==> config.mk <==
export PLATFORM = sky130hd
export DESIGN_NAME = draw_sprite_layers_flat
export DESIGN_NICKNAME = d
export VERILOG_FILES = /design/src/rtl/vga_if.sv /design/src/rtl/draw_sprite_layers.sv /design/src/flat_wrapper.sv
export SDC_FILE = /design/constraint.sdc
export NUM_CORES = 1
export LEC_CHECK = 0
export BUFFER_PORTS_ARGS = -buffer_cell sky130_fd_sc_hd__clkbuf_2
export CAP_MARGIN = 10
export CELL_PAD_IN_SITES_DETAIL_PLACEMENT = 1
export CELL_PAD_IN_SITES_GLOBAL_PLACEMENT = 1
export CORE_MARGIN = 4
export CORE_UTILIZATION = 40
export CTS_CLUSTER_SIZE = 14
export DETAILED_ROUTE_END_ITERATION = 16
export GPL_TIMING_DRIVEN = 0
export PLACE_DENSITY_LB_ADDON = 0.05
export SYNTH_ARGS = -nofsm -noshare
export SYNTH_HDL_FRONTEND = slang
export SYNTH_SLANG_ARGS = --single-unit
==> constraint.sdc <==
create_clock -name clk -period 4.85 [get_ports clk]
set_input_delay 0.7275 -clock clk [delete_from_list [all_inputs] [get_ports clk]]
set_output_delay 0.7275 -clock clk [all_outputs]
set_load 0.05 [all_outputs]
==> src/rtl/vga_if.sv <==
// VGA timing/colour bundle passed between draw-chain stages.
interface vga_if;
    logic [10:0] hcount;
    logic [10:0] vcount;
    logic        hsync;
    logic        hblnk;
    logic        vsync;
    logic        vblnk;
    logic [11:0] rgb;

    modport master (output hcount, vcount, hsync, hblnk, vsync, vblnk, rgb);
    modport slave  (input  hcount, vcount, hsync, hblnk, vsync, vblnk, rgb);
endinterface

==> src/rtl/draw_sprite_layers.sv <==
// N-layer sprite compositor: three-stage pipeline (address, ROM fetch, select)
// with per-layer attributes shadowed at the start of vertical blanking.
module draw_sprite_layers #(
    parameter int          N_LAYERS   = 4,
    parameter int          SPR_W      = 64,
    parameter int          SPR_H      = 64,
    parameter int          ADDR_W     = 12,
    parameter logic [11:0] TRANSP_KEY = 12'h000
) (
    input  logic                       clk,
    input  logic                       rst,
    vga_if.slave                       vga_in,
    vga_if.master                      vga_out,
    input  logic [N_LAYERS*10-1:0]     layer_x,
    input  logic [N_LAYERS*10-1:0]     layer_y,
    input  logic [N_LAYERS-1:0]        layer_en,
    input  logic [N_LAYERS-1:0]        layer_flip,
    output logic [N_LAYERS*ADDR_W-1:0] rom_addr,
    input  logic [N_LAYERS*12-1:0]     rom_data
);

    // Linear sprite ROM address; the product is formed wide, then truncated.
    function automatic logic [ADDR_W-1:0] sprite_addr(input logic [10:0] row,
                                                      input logic [10:0] col);
        int signed lin;
        lin = int'(row) * SPR_W + int'(col);
        return lin[ADDR_W-1:0];
    endfunction

    logic [9:0]          sh_x [N_LAYERS];
    logic [9:0]          sh_y [N_LAYERS];
    logic [N_LAYERS-1:0] sh_en;
    logic [N_LAYERS-1:0] sh_flip;
    logic                vblnk_prev;

    logic [N_LAYERS-1:0] hit_c;
    logic [ADDR_W-1:0]   addr_c [N_LAYERS];

    logic [N_LAYERS-1:0] hit_p0, hit_p1;
    logic                hsync_p0, hblnk_p0, vsync_p0, vblnk_p0;
    logic                hsync_p1, hblnk_p1, vsync_p1, vblnk_p1;
    logic [10:0]         hcount_p0, vcount_p0, hcount_p1, vcount_p1;
    logic [11:0]         rgb_p0, rgb_p1;
    logic [11:0]         rgb_sel;

    // Shadow attributes load only on the rising edge of vblnk so a frame never tears.
    always_ff @(posedge clk) begin
        if (rst) begin
            vblnk_prev <= 1'b0;
            sh_en      <= '0;
            sh_flip    <= '0;
            for (int i = 0; i < N_LAYERS; i++) begin
                sh_x[i] <= '0;
                sh_y[i] <= '0;
            end
        end else begin
            vblnk_prev <= vga_in.vblnk;
            if (vga_in.vblnk && !vblnk_prev) begin
                sh_en   <= layer_en;
                sh_flip <= layer_flip;
                for (int i = 0; i < N_LAYERS; i++) begin
                    sh_x[i] <= layer_x[10*i +: 10];
                    sh_y[i] <= layer_y[10*i +: 10];
                end
            end
        end
    end

    // Stage 1: per-layer hit test and ROM address, 11-bit compares so x+SPR_W cannot wrap.
    always_comb begin
        logic [10:0] x11, y11, col, row;
        x11 = '0;
        y11 = '0;
        col = '0;
        row = '0;
        hit_c = '0;
        for (int i = 0; i < N_LAYERS; i++) begin
            x11 = {1'b0, sh_x[i]};
            y11 = {1'b0, sh_y[i]};
            hit_c[i] = sh_en[i]
                     && (vga_in.hcount >= x11) && (vga_in.hcount < x11 + 11'(SPR_W))
                     && (vga_in.vcount >= y11) && (vga_in.vcount < y11 + 11'(SPR_H));
            col = vga_in.hcount - x11;
            if (sh_flip[i])
                col = 11'(SPR_W - 1) - col;
            row = vga_in.vcount - y11;
            addr_c[i] = hit_c[i] ? sprite_addr(row, col) : '0;
        end
    end

    // Stage 1/2 control registers: ROM address, hit vectors and timing strobes.
    always_ff @(posedge clk) begin
        if (rst) begin
            rom_addr <= '0;
            hit_p0   <= '0;
            hit_p1   <= '0;
            {hsync_p0, hblnk_p0, vsync_p0, vblnk_p0} <= '0;
            {hsync_p1, hblnk_p1, vsync_p1, vblnk_p1} <= '0;
        end else begin
            for (int i = 0; i < N_LAYERS; i++)
                rom_addr[ADDR_W*i +: ADDR_W] <= addr_c[i];
            hit_p0 <= hit_c;
            {hsync_p0, hblnk_p0, vsync_p0, vblnk_p0} <=
                {vga_in.hsync, vga_in.hblnk, vga_in.vsync, vga_in.vblnk};
            // Stage 2: ROM returns data while control waits one more clock.
            hit_p1 <= hit_p0;
            {hsync_p1, hblnk_p1, vsync_p1, vblnk_p1} <=
                {hsync_p0, hblnk_p0, vsync_p0, vblnk_p0};
        end
    end

    // Stage 1/2 data registers: counters and background colour ride along unreset.
    always_ff @(posedge clk) begin
        hcount_p0 <= vga_in.hcount;
        vcount_p0 <= vga_in.vcount;
        rgb_p0    <= vga_in.rgb;
        hcount_p1 <= hcount_p0;
        vcount_p1 <= vcount_p0;
        rgb_p1    <= rgb_p0;
    end

    // Stage 3: lowest-index opaque hit wins; blanking always shows the background.
    always_comb begin
        rgb_sel = rgb_p1;
        for (int i = N_LAYERS - 1; i >= 0; i--) begin
            if (hit_p1[i] && (rom_data[12*i +: 12] != TRANSP_KEY))
                rgb_sel = rom_data[12*i +: 12];
        end
        if (hblnk_p1 || vblnk_p1)
            rgb_sel = rgb_p1;
    end

    // Output register: everything clears during reset.
    always_ff @(posedge clk) begin
        if (rst) begin
            vga_out.hcount <= '0;
            vga_out.vcount <= '0;
            vga_out.hsync  <= 1'b0;
            vga_out.hblnk  <= 1'b0;
            vga_out.vsync  <= 1'b0;
            vga_out.vblnk  <= 1'b0;
            vga_out.rgb    <= '0;
        end else begin
            vga_out.hcount <= hcount_p1;
            vga_out.vcount <= vcount_p1;
            vga_out.hsync  <= hsync_p1;
            vga_out.hblnk  <= hblnk_p1;
            vga_out.vsync  <= vsync_p1;
            vga_out.vblnk  <= vblnk_p1;
            vga_out.rgb    <= rgb_sel;
        end
    end

endmodule

==> src/flat_wrapper.sv <==
// flat-port wrapper written by rule: the top's interface ports become plain ports
module draw_sprite_layers_flat 
#(
    parameter int          N_LAYERS   = 4,
    parameter int          SPR_W      = 64,
    parameter int          SPR_H      = 64,
    parameter int          ADDR_W     = 12,
    parameter logic [11:0] TRANSP_KEY = 12'h000
)
  (clk, rst, layer_x, layer_y, layer_en, layer_flip, rom_addr, rom_data, vga_in_hcount, vga_in_vcount, vga_in_hsync, vga_in_hblnk, vga_in_vsync, vga_in_vblnk, vga_in_rgb, vga_out_hcount, vga_out_vcount, vga_out_hsync, vga_out_hblnk, vga_out_vsync, vga_out_vblnk, vga_out_rgb);
  vga_if vga_in_i ();
  vga_if vga_out_i ();
  input  logic clk;
  input  logic rst;
  input  logic [N_LAYERS*10-1:0] layer_x;
  input  logic [N_LAYERS*10-1:0] layer_y;
  input  logic [N_LAYERS-1:0] layer_en;
  input  logic [N_LAYERS-1:0] layer_flip;
  output logic [N_LAYERS*ADDR_W-1:0] rom_addr;
  input  logic [N_LAYERS*12-1:0] rom_data;
  input wire logic [$bits(vga_in_i.hcount)-1:0] vga_in_hcount;
  input wire logic [$bits(vga_in_i.vcount)-1:0] vga_in_vcount;
  input wire logic [$bits(vga_in_i.hsync)-1:0] vga_in_hsync;
  input wire logic [$bits(vga_in_i.hblnk)-1:0] vga_in_hblnk;
  input wire logic [$bits(vga_in_i.vsync)-1:0] vga_in_vsync;
  input wire logic [$bits(vga_in_i.vblnk)-1:0] vga_in_vblnk;
  input wire logic [$bits(vga_in_i.rgb)-1:0] vga_in_rgb;
  output wire logic [$bits(vga_out_i.hcount)-1:0] vga_out_hcount;
  output wire logic [$bits(vga_out_i.vcount)-1:0] vga_out_vcount;
  output wire logic [$bits(vga_out_i.hsync)-1:0] vga_out_hsync;
  output wire logic [$bits(vga_out_i.hblnk)-1:0] vga_out_hblnk;
  output wire logic [$bits(vga_out_i.vsync)-1:0] vga_out_vsync;
  output wire logic [$bits(vga_out_i.vblnk)-1:0] vga_out_vblnk;
  output wire logic [$bits(vga_out_i.rgb)-1:0] vga_out_rgb;
  assign vga_in_i.hcount = vga_in_hcount;
  assign vga_in_i.vcount = vga_in_vcount;
  assign vga_in_i.hsync = vga_in_hsync;
  assign vga_in_i.hblnk = vga_in_hblnk;
  assign vga_in_i.vsync = vga_in_vsync;
  assign vga_in_i.vblnk = vga_in_vblnk;
  assign vga_in_i.rgb = vga_in_rgb;
  assign vga_out_hcount = vga_out_i.hcount;
  assign vga_out_vcount = vga_out_i.vcount;
  assign vga_out_hsync = vga_out_i.hsync;
  assign vga_out_hblnk = vga_out_i.hblnk;
  assign vga_out_vsync = vga_out_i.vsync;
  assign vga_out_vblnk = vga_out_i.vblnk;
  assign vga_out_rgb = vga_out_i.rgb;
  draw_sprite_layers #(.N_LAYERS(N_LAYERS), .SPR_W(SPR_W), .SPR_H(SPR_H), .ADDR_W(ADDR_W), .TRANSP_KEY(TRANSP_KEY)) u_core (.clk(clk), .rst(rst), .vga_in(vga_in_i), .vga_out(vga_out_i), .layer_x(layer_x), .layer_y(layer_y), .layer_en(layer_en), .layer_flip(layer_flip), .rom_addr(rom_addr), .rom_data(rom_data));
endmodule
==> flow_metrics.tcl <==
set metrics [dict create \
    final_cells 2171 \
    worst_pin_slew_ns 0.870 \
    status "complete, no violations" \
    cts_buffer_depth 3 \
    fmax_ghz 0.230 \
    hold_viol 0 \
    ys_seq_area_share_pct 43.2 \
    area_delta_synth_final_pct 21.2 \
    netlist_area_um2 13800 \
    netlist_top_cells_count "dfxtp_1 (178), ha_1 (152), inv_1 (150), nor2_1 (90), and3_1 (85)" \
    p_per_area_nw_per_um2 363 \
    cp_max_fo 4 \
    die_h_um 194 \
    critPathCaptureType "flip-flop" \
    finalCriticalPeriod_ns 4.34 \
    antenna_found_initial 4 \
    cts.reportedPaths.clkPinSlew_ns 0.06 \
    wirelength_mm 42.7 \
    setup_viol 0 \
    grt_pass1_wl_mm 65.5 \
    yosysWarnings 0 \
    via_per_inst 5.12 \
    syn_avg_cell_area_um2 9.83 \
    synth_area_leader_cell "dfxtp_1" \
    leakagePower_nw 7.81 \
    nets 2038 \
    rsz0062_at_grt "no" \
    row_count 67 \
    yosysMostFrequentCell "dfxtp_1" \
    grt_pass1_vias 11700 \
    cts_setup_buffers 0 \
    setup_ws_ns 0.507 \
    synth_flop_cell "dfxtp_1" \
    crit_start "vga_in_hcount[0]" \
    syn_inst 1405 \
    cp-start-kind "input port" \
    cts_made_buffers 29 \
    max_cap_viol_count 0 \
    placed_cells 2115 \
    wl_per_cell_um 19.7 \
    clock-sinks 258 \
    crit_type "input port to flip-flop" \
    overflow 0 \
    peakVddDrop_uv 278 \
    ys_seq_elements 258 \
    grt_max_degree 45 \
    ant_nets 0 \
    syn_nets 1745 \
    gp_congestion 0.819 \
    pin_count 262 \
    cts-htree-levels 1 \
    cts_resized 0 \
    synthTopCellsByArea "dfxtp_1 (26%), edfxtp_1 (17%), ha_1 (14%)" \
    crit_arrival_ns 4.77 \
    cts_tree "yes" \
    yosysTopAreaCellShare_pct 25.8 \
    core_area_um2 33800 \
    grt_use_total_pct 22.0 \
    dp_worst_setup_slack_ns -0.132 \
    drtPass1Iterations 5 \
    worstReg2RegStart "u_core.sh_x[0][0]$_SDFFCE_PN0P_" \
    ys_types 62 \
    ctsHoldBuffers 0 \
    dp_hpwl_mm 33.2 \
    drive_gt1_share_pct 19.3 \
    numPortBuffers 260 \
    hold_path_class "input port to flip-flop" \
    die_area_um2 37600 \
    drv_slew 0 \
    r2r_end "u_core.rom_addr[11]$_SDFF_PP0_" \
    fin_crit_sh_pct 89.5 \
    synth_edf_count 80 \
    hold_ws_ns 0.258 \
    fp.dieW_um 194 \
    required_ns 5.28 \
    vias 11100 \
    drc 0 \
    ctsRootBufferMaster "clkbuf_16" \
    worst_clock_skew_ns 0.0246 \
    start_util_pct 40.9 \
    reg2reg_slack_ns 0.81 \
    r2r_cells 17 \
    max_slew_margin_pct 42.0 \
    drt-initial-drc-count 420 \
    clkLatencyLatePin_ns 0.57 \
    ys_async_sr_fraction_pct 0 \
    endpoint "u_core.rom_addr[47]$_SDFF_PP0_" \
]
[worst max-delay path, stage by stage]
cell and delay [ns]:
clkbuf_2 0.09, inv_1 0.32, ha_1 0.28, inv_1 0.07, fa_1 0.40, a21o_1 0.19, a221oi_1 0.38, xnor2_1 0.21
inv_1 0.09, ha_1 0.29, nand2_1 0.07, o21ai_0 0.15, ha_1 0.34, a21o_1 0.17, a21oi_1 0.23, o21bai_1 0.09
a21oi_1 0.20, nor3_1 0.08, nor3b_1 0.38
[layer usage]
metal | part of all wire, % | wire length (um) | vias up | track usage [%]
met5 | 0 | 0 | - | 0
met4 | 2.7 | 1150 | 0 | 5.39
met3 | 4.1 | 1760 | 59 | 3.48
met2 | 49 | 21000 | 216 | 39.3
met1 | 44 | 18800 | 5338 | 28.0
li1 | - | - | 5501 | -
[cell families (layout without fill, tap and decap cells)]
group                      after synthesis  in the layout  share of synthesized area (%)
xor gates and xnor gates               112            112                           7.10
muxes                                    8              8                          0.580
buffers and inverters                  197            513                           5.55
AOI/OAI and AO/OA                      274            274                           13.0
DFF                                    258            258                           43.2
adders and majority gates              164            164                           15.5
and+or+nand+nor                        392            392                           15.1
other                                    0              2                              0
[area by class of cell]
class	instances	area, um2
Antenna cell	2	5.00
Buffer	47	204
Clock buffer	35	800
Clock inverter	19	210
Fill cell	3919	17000
Inverter	150	566
Multi-Input combinational cell	950	7090
Sequential cell	258	5970
Tap cell	448	561
Timing Repair Buffer	262	1340
[worst min-delay path by stage]
stage	from	to	slack [ns]	cells after the start
CTS	vga_in_rgb[1]	u_core.rgb_p0[1]$_DFF_P_	0.23	1
finish	vga_in_rgb[1]	u_core.rgb_p0[1]$_DFF_P_	0.26	1
global route	vga_in_rgb[1]	u_core.rgb_p0[1]$_DFF_P_	0.24	1
global placement	u_core.hcount_p0[4]$_DFF_P_	u_core.hcount_p1[4]$_DFF_P_	0.31	0
detailed placement	u_core.vcount_p0[7]$_DFF_P_	u_core.vcount_p1[7]$_DFF_P_	0.31	0
floorplan	u_core.hcount_p0[0]$_DFF_P_	u_core.hcount_p1[0]$_DFF_P_	0.31	0
[placed cells by master (no fill, tap or decap), types with 5 or more instances in the layout]
cell       netlist  final
a22o_1           8      8
dfxtp_1        178    178
xor2_1          37     37
clkinv_2         0      8
a31oi_1         13     13
a311o_1          5      5
nand2_1         54     54
o2111ai_1        6      6
fa_1            12     12
a2111oi_0        7      7
and2_1           5      5
xnor2_1         75     75
inv_1          150    149
nor3_1          13     13
mux2i_1          8      8
o21a_1          12     12
nor2b_1         45     45
a211oi_1        20     20
edfxtp_1        80     80
nand3_1         32     32
a21o_1          41     41
nor4_1          12     12
a21oi_1         80     79
clkbuf_1        35     37
nand4_1         11     11
clkbuf_16        0     30
ha_1           152    152
and3_1          85     85
nor2_1          90     90
nand2b_1        18     18
o21ai_0         48     48
clkbuf_2         0    260
o21bai_1         8      8
[power breakdown]
part           leakage, nW  internal (mW)  switching [mW]
clock                0.505           1.39           0.923
sequential            2.36           2.33          0.0417
combinational         4.94          0.577           0.817
total                 7.81           4.30            1.78
[registers in the layout (all words and copies together), names as in the netlist, 4 cells and up]
register / flops
u_core.rom_addr: 48
u_core.sh_x: 40
u_core.sh_y: 40
u_core.rgb_p0: 12
u_core.rgb_p1: 12
u_core.vga_out.rgb: 12
u_core.hcount_p0: 11
u_core.hcount_p1: 11
u_core.vcount_p0: 11
u_core.vcount_p1: 11
u_core.vga_out.hcount: 11
u_core.vga_out.vcount: 11
u_core.hit_p0: 4
u_core.hit_p1: 4
u_core.sh_en: 4
u_core.sh_flip: 4
[per-stage QoR]
step | utilization (%) | instance area (um2) | setup TNS (ns) | total power, mW
detailed placement | 46.5 | 15700 | -0.217 | 3.81
finish | 49.6 | 16700 | 0 | 6.08
global placement | 46.4 | 15700 | -27.47 | 3.76
global route | 49.5 | 16700 | 0 | 6.40
floorplan | - | 13800 | 0 | 3.40
CTS | 49.5 | 16700 | 0 | 6.14
Power figures use the tool's default switching activity.
